===== src/rtl/decode_cycle.sv =====
// Decode stage: instruction decoder, 32x32 register file with write-through
// bypass, and the decode/execute pipeline register.
module decode_cycle (
  input  logic        clock,
  input  logic        reset,
  input  logic [31:0] InstrD,
  input  logic [31:0] PCD,
  input  logic [31:0] PCPlus4D,
  input  logic        RegWriteW,
  input  logic [4:0]  RdW,
  input  logic [31:0] ResultW,
  input  logic        FlushE,
  output logic        RegWriteE,
  output logic        MemWriteE,
  output logic        JumpE,
  output logic        BranchE,
  output logic        ALUSrcE,
  output logic [1:0]  ResultSrcE,
  output logic [2:0]  ALUControlE,
  output logic [31:0] RD1E,
  output logic [31:0] RD2E,
  output logic [31:0] ImmExtE,
  output logic [31:0] PCE,
  output logic [31:0] PCPlus4E,
  output logic [4:0]  Rs1E,
  output logic [4:0]  Rs2E,
  output logic [4:0]  RdE
);

  localparam int unsigned XLEN  = 32;
  localparam int unsigned RAW   = 5;
  localparam int unsigned NREGS = 32;

  localparam logic [6:0] OP_LW   = 7'b0000011;
  localparam logic [6:0] OP_SW   = 7'b0100011;
  localparam logic [6:0] OP_R    = 7'b0110011;
  localparam logic [6:0] OP_IALU = 7'b0010011;
  localparam logic [6:0] OP_BEQ  = 7'b1100011;
  localparam logic [6:0] OP_JAL  = 7'b1101111;

  localparam logic [2:0] ALU_ADD = 3'b000;
  localparam logic [2:0] ALU_SUB = 3'b001;
  localparam logic [2:0] ALU_AND = 3'b010;
  localparam logic [2:0] ALU_OR  = 3'b011;
  localparam logic [2:0] ALU_SLT = 3'b101;

  logic [6:0]     opcode;
  logic [2:0]     funct3;
  logic           funct7_b5;
  logic [RAW-1:0] rs1, rs2, rd;

  assign opcode    = InstrD[6:0];
  assign funct3    = InstrD[14:12];
  assign funct7_b5 = InstrD[30];
  assign rs1       = InstrD[19:15];
  assign rs2       = InstrD[24:20];
  assign rd        = InstrD[11:7];

  logic            reg_write, mem_write, jump, branch, alu_src;
  logic [1:0]      result_src;
  logic [2:0]      alu_ctrl;
  logic [XLEN-1:0] imm_ext;
  logic            fn_valid;
  logic [2:0]      fn_ctrl;

  // ALU operation for R-type / I-ALU from funct fields; unlisted funct3 is invalid
  always_comb begin
    fn_valid = 1'b1;
    fn_ctrl  = ALU_ADD;
    case (funct3)
      3'b000:  fn_ctrl = (opcode == OP_R && funct7_b5) ? ALU_SUB : ALU_ADD;
      3'b111:  fn_ctrl = ALU_AND;
      3'b110:  fn_ctrl = ALU_OR;
      3'b010:  fn_ctrl = ALU_SLT;
      default: fn_valid = 1'b0;
    endcase
  end

  // Main decoder and immediate generator; anything unrecognised is a NOP
  always_comb begin
    reg_write  = 1'b0;
    mem_write  = 1'b0;
    jump       = 1'b0;
    branch     = 1'b0;
    alu_src    = 1'b0;
    result_src = 2'b00;
    alu_ctrl   = ALU_ADD;
    imm_ext    = '0;
    case (opcode)
      OP_LW: begin
        reg_write  = 1'b1;
        alu_src    = 1'b1;
        result_src = 2'b01;
        imm_ext    = {{20{InstrD[31]}}, InstrD[31:20]};
      end
      OP_SW: begin
        mem_write = 1'b1;
        alu_src   = 1'b1;
        imm_ext   = {{20{InstrD[31]}}, InstrD[31:25], InstrD[11:7]};
      end
      OP_R: begin
        if (fn_valid) begin
          reg_write = 1'b1;
          alu_ctrl  = fn_ctrl;
        end
      end
      OP_IALU: begin
        imm_ext = {{20{InstrD[31]}}, InstrD[31:20]};
        if (fn_valid) begin
          reg_write = 1'b1;
          alu_src   = 1'b1;
          alu_ctrl  = fn_ctrl;
        end
      end
      OP_BEQ: begin
        branch   = 1'b1;
        alu_ctrl = ALU_SUB;
        imm_ext  = {{20{InstrD[31]}}, InstrD[7], InstrD[30:25], InstrD[11:8], 1'b0};
      end
      OP_JAL: begin
        reg_write  = 1'b1;
        jump       = 1'b1;
        result_src = 2'b10;
        imm_ext    = {{12{InstrD[31]}}, InstrD[19:12], InstrD[20], InstrD[30:21], 1'b0};
      end
      default: ;
    endcase
  end

  logic [XLEN-1:0] regs_q [NREGS];
  logic [XLEN-1:0] regs_d [NREGS];
  logic            wr_en;
  logic [XLEN-1:0] rd1, rd2;

  assign wr_en = RegWriteW && (RdW != '0);

  // Register file next state: single writeback port, x0 never written
  always_comb begin
    for (int i = 0; i < int'(NREGS); i++) regs_d[i] = regs_q[i];
    if (wr_en) regs_d[RdW] = ResultW;
  end

  // Register file storage, cleared asynchronously by reset
  always_ff @(posedge clock or posedge reset) begin
    if (reset) begin
      for (int i = 0; i < int'(NREGS); i++) regs_q[i] <= '0;
    end else begin
      for (int i = 0; i < int'(NREGS); i++) regs_q[i] <= regs_d[i];
    end
  end

  // Read ports: x0 reads zero, same-cycle writeback is forwarded
  always_comb begin
    rd1 = regs_q[rs1];
    rd2 = regs_q[rs2];
    if (wr_en && RdW == rs1) rd1 = ResultW;
    if (wr_en && RdW == rs2) rd2 = ResultW;
    if (rs1 == '0) rd1 = '0;
    if (rs2 == '0) rd2 = '0;
  end

  logic [9:0]      ctrl_d, ctrl_q;
  logic [3*RAW-1:0] idx_d, idx_q;
  logic [XLEN-1:0] rd1_d, rd1_q, rd2_d, rd2_q, imm_d, imm_q;
  logic [XLEN-1:0] pc_d, pc_q, pc4_d, pc4_q;

  // Execute register next state: flush zeroes control and register indices
  always_comb begin
    ctrl_d = {reg_write, mem_write, jump, branch, alu_src, result_src, alu_ctrl};
    idx_d  = {rs1, rs2, rd};
    rd1_d  = rd1;
    rd2_d  = rd2;
    imm_d  = imm_ext;
    pc_d   = PCD;
    pc4_d  = PCPlus4D;
    if (FlushE) begin
      ctrl_d = '0;
      idx_d  = '0;
    end
  end

  // Execute register storage, cleared asynchronously by reset
  always_ff @(posedge clock or posedge reset) begin
    if (reset) begin
      ctrl_q <= '0;
      idx_q  <= '0;
      rd1_q  <= '0;
      rd2_q  <= '0;
      imm_q  <= '0;
      pc_q   <= '0;
      pc4_q  <= '0;
    end else begin
      ctrl_q <= ctrl_d;
      idx_q  <= idx_d;
      rd1_q  <= rd1_d;
      rd2_q  <= rd2_d;
      imm_q  <= imm_d;
      pc_q   <= pc_d;
      pc4_q  <= pc4_d;
    end
  end

  assign {RegWriteE, MemWriteE, JumpE, BranchE, ALUSrcE, ResultSrcE, ALUControlE} = ctrl_q;
  assign {Rs1E, Rs2E, RdE} = idx_q;
  assign RD1E     = rd1_q;
  assign RD2E     = rd2_q;
  assign ImmExtE  = imm_q;
  assign PCE      = pc_q;
  assign PCPlus4E = pc4_q;

endmodule


===== config.mk =====
export PLATFORM = sky130hd
export DESIGN_NAME = decode_cycle
export DESIGN_NICKNAME = d
export VERILOG_FILES = /design/src/rtl/decode_cycle.sv
export SDC_FILE = /design/constraint.sdc
export NUM_CORES = 2
export LEC_CHECK = 0
export BUFFER_PORTS_ARGS = -buffer_cell sky130_fd_sc_hd__buf_2
export CAP_MARGIN = 25
export CELL_PAD_IN_SITES_DETAIL_PLACEMENT = 1
export CELL_PAD_IN_SITES_GLOBAL_PLACEMENT = 1
export CORE_MARGIN = 1.5
export CORE_UTILIZATION = 46
export DETAILED_ROUTE_END_ITERATION = 6
export PLACE_DENSITY = 0.72
export SYNTH_ARGS = -nofsm -noshare
export SYNTH_HDL_FRONTEND = slang
export SYNTH_SLANG_ARGS = --single-unit

===== constraint.sdc =====
create_clock -name clock -period 50.9 [get_ports clock]
set_input_delay 10.18 -clock clock [delete_from_list [all_inputs] [get_ports clock]]
set_output_delay 10.18 -clock clock [all_outputs]
set_load 0.01 [all_outputs]

Word level (Yosys, flattened, before mapping)
Cells that the tools add are included.
Widths: inputs -> output; s select.
- bits in registers: 1209
- output and inout port bits: 185
- bits of input ports: 137
- logic and storage cells: 99
- mux-type cells: 28
- bitwise gates (word level): 3
- reduce and logical (&&, ||, !) cells: 14
- equal/unequal tests: 11
- magnitude comparators: 4
- operators by type and width (operator ; number):
    $bwmux 1024 ; 1
    $bmux 32 s5 ; 2
    $mux 32 ; 9
    $demux 32 s5 ; 1
    $pmux 32 s4 ; 1
    $ge 6x6->1 const B ; 3
    $not 5->6 ; 3
    $mux 15 ; 1
    $eq 7x6->1 const B ; 2
    $eq 7x7->1 const B ; 2
    $pmux 3 s4 ; 1
    $eq 5x5->1 ; 2
    $logic_not 5->1 ; 2
    $mux 10 ; 1
    $reduce_or 2->1 ; 4
    $eq 7x2->1 const B ; 1
    $eq 7x5->1 const B ; 1
    $eq 3x3->1 const B ; 2
    $lt 6x1->1 const B ; 1
    $mux 1 ; 6
    $pmux 3 s2 ; 1
    $logic_and 1x1->1 ; 5
    $reduce_bool 5->1 ; 1
    $pmux 1 s2 ; 2
    5 further kinds ; 5

Logic depth before layout (Yosys ltp)
- depth after elaboration: 7
- mapped depth: 11
- depth with buffers taken out: 5

Worst setup path before layout
No wires, ideal clock.
- path kind: input port to flip-flop
- start point: input InstrD[16]
- end point: register rd1_q[20] (netlist: RD1E[20])
- path buffers: 4
- path slack: 38.856 ns
- data required time: 50.778 ns
- arrival: 11.922 ns
- library setup time: 0.122 ns
- stages: 8
- path through: buf_2 buf_2 buf_2 buf_1 mux4_2 a21oi_1 o21ai_0 a32o_1
- cells in the longest elaborated chain, start to end: 6
- elaborated cells between the ends (all ways): 9
- those cells by class: 1 x eq/ne; 5 x mux; 1 x bitwise; 2 x reduce/logical
- ends and longest elaborated chain (item ; line ; text):
    from (decl) ; 6 ; input logic [31:0] InstrD,
    $not 5->6 (not written as such) ; 154 ; rd1 = regs_q[rs1];
    $bmux 32 s5 ; 154 ;
    $mux 32 (not written as such) (2 in a row) ; 154 ;
    $mux 32 ; 156 ; if (wr_en && RdW == rs1) rd1 = ResultW;
    $mux 32 * ; 158 ; if (rs1 == '0) rd1 = '0;
    via rd1[20] ; 133 ; logic [XLEN-1:0] rd1, rd2;
    to (signal assigned) ; 195 ; rd1_q <= rd1_d;
    to (decl) ; 164 ; logic [XLEN-1:0] rd1_d, rd1_q, rd2_d, rd2_q, imm_d, imm_q;
Mark *: on every way through the listed nets, which the timed path passes. The rest lies on a longest branch. The select of a mux whose other input is x is not followed.
A chain may end at the register's enable or synchronous reset.

Worst setup path in the final report
- start point: input InstrD[15]
- end point: register rd1_q[18] (netlist: RD1E[18])
The elaborated chain is that of the path after synthesis.

==> flow_results.xml <==
<?xml version="1.0" encoding="UTF-8"?>
<metrics>
  <group name="setup_path">
    <metric name="critical_path_required" unit="ns">51.57</metric>
    <metric name="r2r_cells" unit="">4</metric>
    <metric name="kind_of_launch_point_of_the_worst_setup_path" unit="">input port</metric>
    <metric name="worstPathMaxFanout" unit="">84</metric>
    <metric name="crit_arrival" unit="ns">14.07</metric>
    <metric name="timing.critical_path.to_type" unit="">register</metric>
    <metric name="path_class" unit="">input port to register</metric>
  </group>
  <group name="die">
    <metric name="core" unit="um2">130000</metric>
    <metric name="floorplan.rows" unit="">132</metric>
    <metric name="fp.dieArea" unit="um2">133800</metric>
    <metric name="die_height" unit="um">365.8</metric>
    <metric name="fp.dieW" unit="um">365.8</metric>
    <metric name="initial_standard_cell_utilization_of_the_core" unit="">0.4658</metric>
    <metric name="io_pins" unit="">322</metric>
  </group>
  <group name="drt">
    <metric name="via_per_inst" unit="">6.427</metric>
    <metric name="drt-initial-drc-count" unit="">3742</metric>
    <metric name="drt_wl_total" unit="um">208200</metric>
    <metric name="route.antenna.remaining_nets" unit="">0</metric>
    <metric name="post-route-drc-count" unit="">0</metric>
    <metric name="vias" unit="">41230</metric>
    <metric name="wire_per_inst" unit="um">32.45</metric>
    <metric name="1st_pass_router_iterations" unit="">5</metric>
  </group>
  <group name="sta">
    <metric name="worstMarginPinSlew" unit="ns">1.110</metric>
    <metric name="clock_skew" unit="ns">0.02858</metric>
    <metric name="fin_setup_tns" unit="ns">0</metric>
    <metric name="final.period_utilization" unit="">0.2633</metric>
    <metric name="slew_violations" unit="">0</metric>
    <metric name="report.final.hold_viol_count" unit="">0</metric>
    <metric name="grt_setup_unrepaired" unit="">false</metric>
    <metric name="post-route-min-period" unit="ns">13.40</metric>
    <metric name="maximum_clock_rate" unit="MHz">74.60</metric>
    <metric name="maxSlewHeadroom" unit="">0.2585</metric>
    <metric name="holdWs" unit="ns">0.3996</metric>
    <metric name="setup-violations-final" unit="">0</metric>
  </group>
  <group name="global_routing">
    <metric name="global_route_wire_length_before_repair" unit="um">306400</metric>
    <metric name="grt_max_degree" unit="">177</metric>
    <metric name="gr-total-overflow" unit="">0</metric>
    <metric name="globalRouteTotalUtil" unit="">0.3085</metric>
    <metric name="antenna_violations_before_repair" unit="">12</metric>
    <metric name="via_count_of_the_first_global_routing_pass" unit="">43610</metric>
  </group>
  <group name="clock_network">
    <metric name="path_clk_slew" unit="ns">0.06</metric>
    <metric name="clk-insertion-delay-late" unit="ns">0.79</metric>
    <metric name="cts.sink_count" unit="">1197</metric>
    <metric name="cts-root-buf" unit="">clkbuf_16</metric>
    <metric name="cts_tree" unit="">yes</metric>
    <metric name="cts_hold_repair.buffers" unit="">0</metric>
    <metric name="cts_buffer_depth" unit="">3</metric>
    <metric name="numCtsBuffers" unit="">137</metric>
    <metric name="ctsResizeCount" unit="">0</metric>
    <metric name="setup_repair_bufs_after_cts" unit="">0</metric>
    <metric name="htree_num_levels" unit="">4</metric>
  </group>
  <group name="min_path">
    <metric name="worst_hold_path.num_cells" unit="">0</metric>
    <metric name="min_path_type" unit="">register to register</metric>
  </group>
  <group name="finish">
    <metric name="fillerInstances" unit="">12770</metric>
    <metric name="final_core_utilization" unit="">0.5214</metric>
    <metric name="nets" unit="">4705</metric>
    <metric name="post-route-cell-area" unit="um2">67780</metric>
    <metric name="areaGrowthSynthToFinish" unit="%">11.94</metric>
    <metric name="drive_above_1_share" unit="">0.4043</metric>
  </group>
  <group name="yosys">
    <metric name="ys_ff_latch" unit="">1197</metric>
    <metric name="synth_warnings" unit="">0</metric>
    <metric name="synthesized_netlist_cell_count" unit="">4497</metric>
    <metric name="synth_async_sr_flop_share" unit="">1.000</metric>
    <metric name="synth_cell_types" unit="">55</metric>
    <metric name="net_count_synth" unit="">4634</metric>
    <metric name="post_synth.cell_area_avg" unit="um2">13.46</metric>
    <metric name="synth-main-ff-cell" unit="">dfrtp_1</metric>
    <metric name="number_of_flops_mapped_to_enable_cells_by_yosys" unit="">0</metric>
    <metric name="synthesis.area" unit="um2">60550</metric>
    <metric name="ys_seq_area_frac" unit="">0.4947</metric>
  </group>
  <group name="power_and_ir_drop">
    <metric name="power.share.clock" unit="">0.360</metric>
    <metric name="worst_ir_drop_vdd" unit="mV">0.03970</metric>
    <metric name="seq_power_share" unit="">0.459</metric>
    <metric name="combPwrFrac" unit="">0.182</metric>
    <metric name="power_per_cell_area" unit="nW/um2">40.09</metric>
    <metric name="post_route_total_power" unit="mW">2.717</metric>
    <metric name="power_report.internal_total" unit="mW">1.951</metric>
    <metric name="static-leakage-power" unit="nW">31.44</metric>
    <metric name="net-switching-power" unit="uW">765.4</metric>
    <metric name="sw_frac_of_total" unit="">0.2817</metric>
  </group>
  <group name="job">
    <metric name="drv_cap" unit="">0</metric>
  </group>
  <group name="placement">
    <metric name="globalplace.congestion" unit="">0.7905</metric>
    <metric name="io_buffer_count" unit="">321</metric>
    <metric name="detailed_place_hpwl" unit="um">115100</metric>
    <metric name="place_area" unit="um2">63250</metric>
  </group>
  <group name="status">
    <metric name="outcome" unit="">complete, no violations</metric>
  </group>
</metrics>
path summary, 6_finish.rpt:
| path | startpoint | slack [ns] | end |
|---|---|---|---|
| setup / recovery | InstrD[15] | 37.50 | RD1E[18] |
| hold / removal | regs_q[1017] | 0.40 | regs_q[1017] |
| setup reg to reg | regs_q[28] | 48.96 | RD1E[28] |
| hold reg to reg | regs_q[1017] | 0.40 | regs_q[1017] |
| max in group asynchronous | reset | 37.53 | regs_q[1] |
| min in group asynchronous | reset | 9.55 | PCPlus4E[2] |
stage by stage:
step,worst slack (ns),cells
floorplan,6.998,4497
global placement,36.39,6162
detailed placement,36.38,6165
CTS,37.20,6406
global route,36.96,6412
finish,37.50,6415
kinds of logic after synthesis:
group,Yosys count,synth area share
multiplexers,1879,0.3690
AND/OR/NAND/NOR,323,0.02618
buffers and inverters,493,0.03641
AO/OA/AOI/OAI,595,0.07222
XOR/XNOR,10,0.001446
flip-flops,1197,0.4947
per-layer routing:
metal	vias up	global-route usage	wire (um)
met3	376	0.05633	14420
met2	1559	0.4909	98670
met5	-	0	53
met4	8	0.1049	6400
li1	16990	-	-
met1	22300	0.4249	88630
power by group through the flow:
stage	registers, mW	clock network [mW]	logic [mW]
finish	1.25	0.978	0.493
floorplan	1.22	0	0.368
CTS	1.24	0.992	0.492
global placement	1.25	0	0.473
global route	1.27	1.03	0.530
detailed placement	1.26	0	0.488
cell usage in the layout, fill, tap and decap left out, drive strengths merged, types with 37 or more instances in the layout:
master and n:
clkbuf 210, a22oi 226, nand2 136, dfrtp 1197, a21oi 96, buf 423
nor2b 55, mux2i 672, mux4 180, nand3 58, mux2 1027, o21ai 37
synthesized netlist by cell type, drive strengths merged (2+ instances only):
library cell / count / area [um2]
dfrtp: 1197 / 29950
mux2: 1027 / 11560
mux2i: 672 / 6726
buf: 249 / 1289
clkbuf: 242 / 908.4
a22oi: 226 / 1697
mux4: 180 / 4054
nand2: 136 / 510.5
a21oi: 96 / 480.5
nand3: 58 / 290.3
nor2b: 55 / 344.1
o21ai: 37 / 185.2
o22ai: 36 / 225.2
a211oi: 32 / 240.2
a32o: 32 / 320.3
o221ai: 32 / 280.3
a22o: 30 / 262.8
nor2: 27 / 101.4
a2111oi: 26 / 227.7
a221o: 25 / 250.2
and2: 10 / 62.56
a21o: 9 / 67.56
nor3: 6 / 30.03
o221a: 6 / 67.56
xnor2: 6 / 52.55
nand2b: 5 / 31.28
nand3b: 5 / 37.54
nor4: 4 / 37.53
xor2: 4 / 35.03
nor3b: 3 / 22.52
or2: 3 / 18.77
inv: 2 / 7.510
nand4: 2 / 12.51
nand4b: 2 / 17.52
or4: 2 / 18.77
registers in the layout, summed over array words and instances, names as in the netlist:
name	cells
PCPlus4E	32
regs_q	1024
ctrl_q	9
idx_q	15
ImmExtE	21
RD2E	32
RD1E	32
PCE	32
layout make-up:
cell class | instances | area, um2 | share of cell area
diodes | 3 | 7.507 | 0.0001108
clock buffers | 210 | 4111 | 0.06066
well taps | 1742 | 2180 | 0.03216
inverters | 2 | 15.01 | 0.0002215
repair buffers | 423 | 2565 | 0.03784
multi-input cells | 2807 | 28680 | 0.4231
clock inverters | 31 | 267.8 | 0.003951
flip-flops and latches | 1197 | 29950 | 0.4419
critical path, stage by stage:
cell and delay (ns):
buf_8 0.27, buf_12 0.55, buf_4 0.73, buf_4 0.76, mux4_2 0.58, mux2_2 0.28, a221o_1 0.33, a32o_1 0.26
Power figures use the tool's default switching activity.
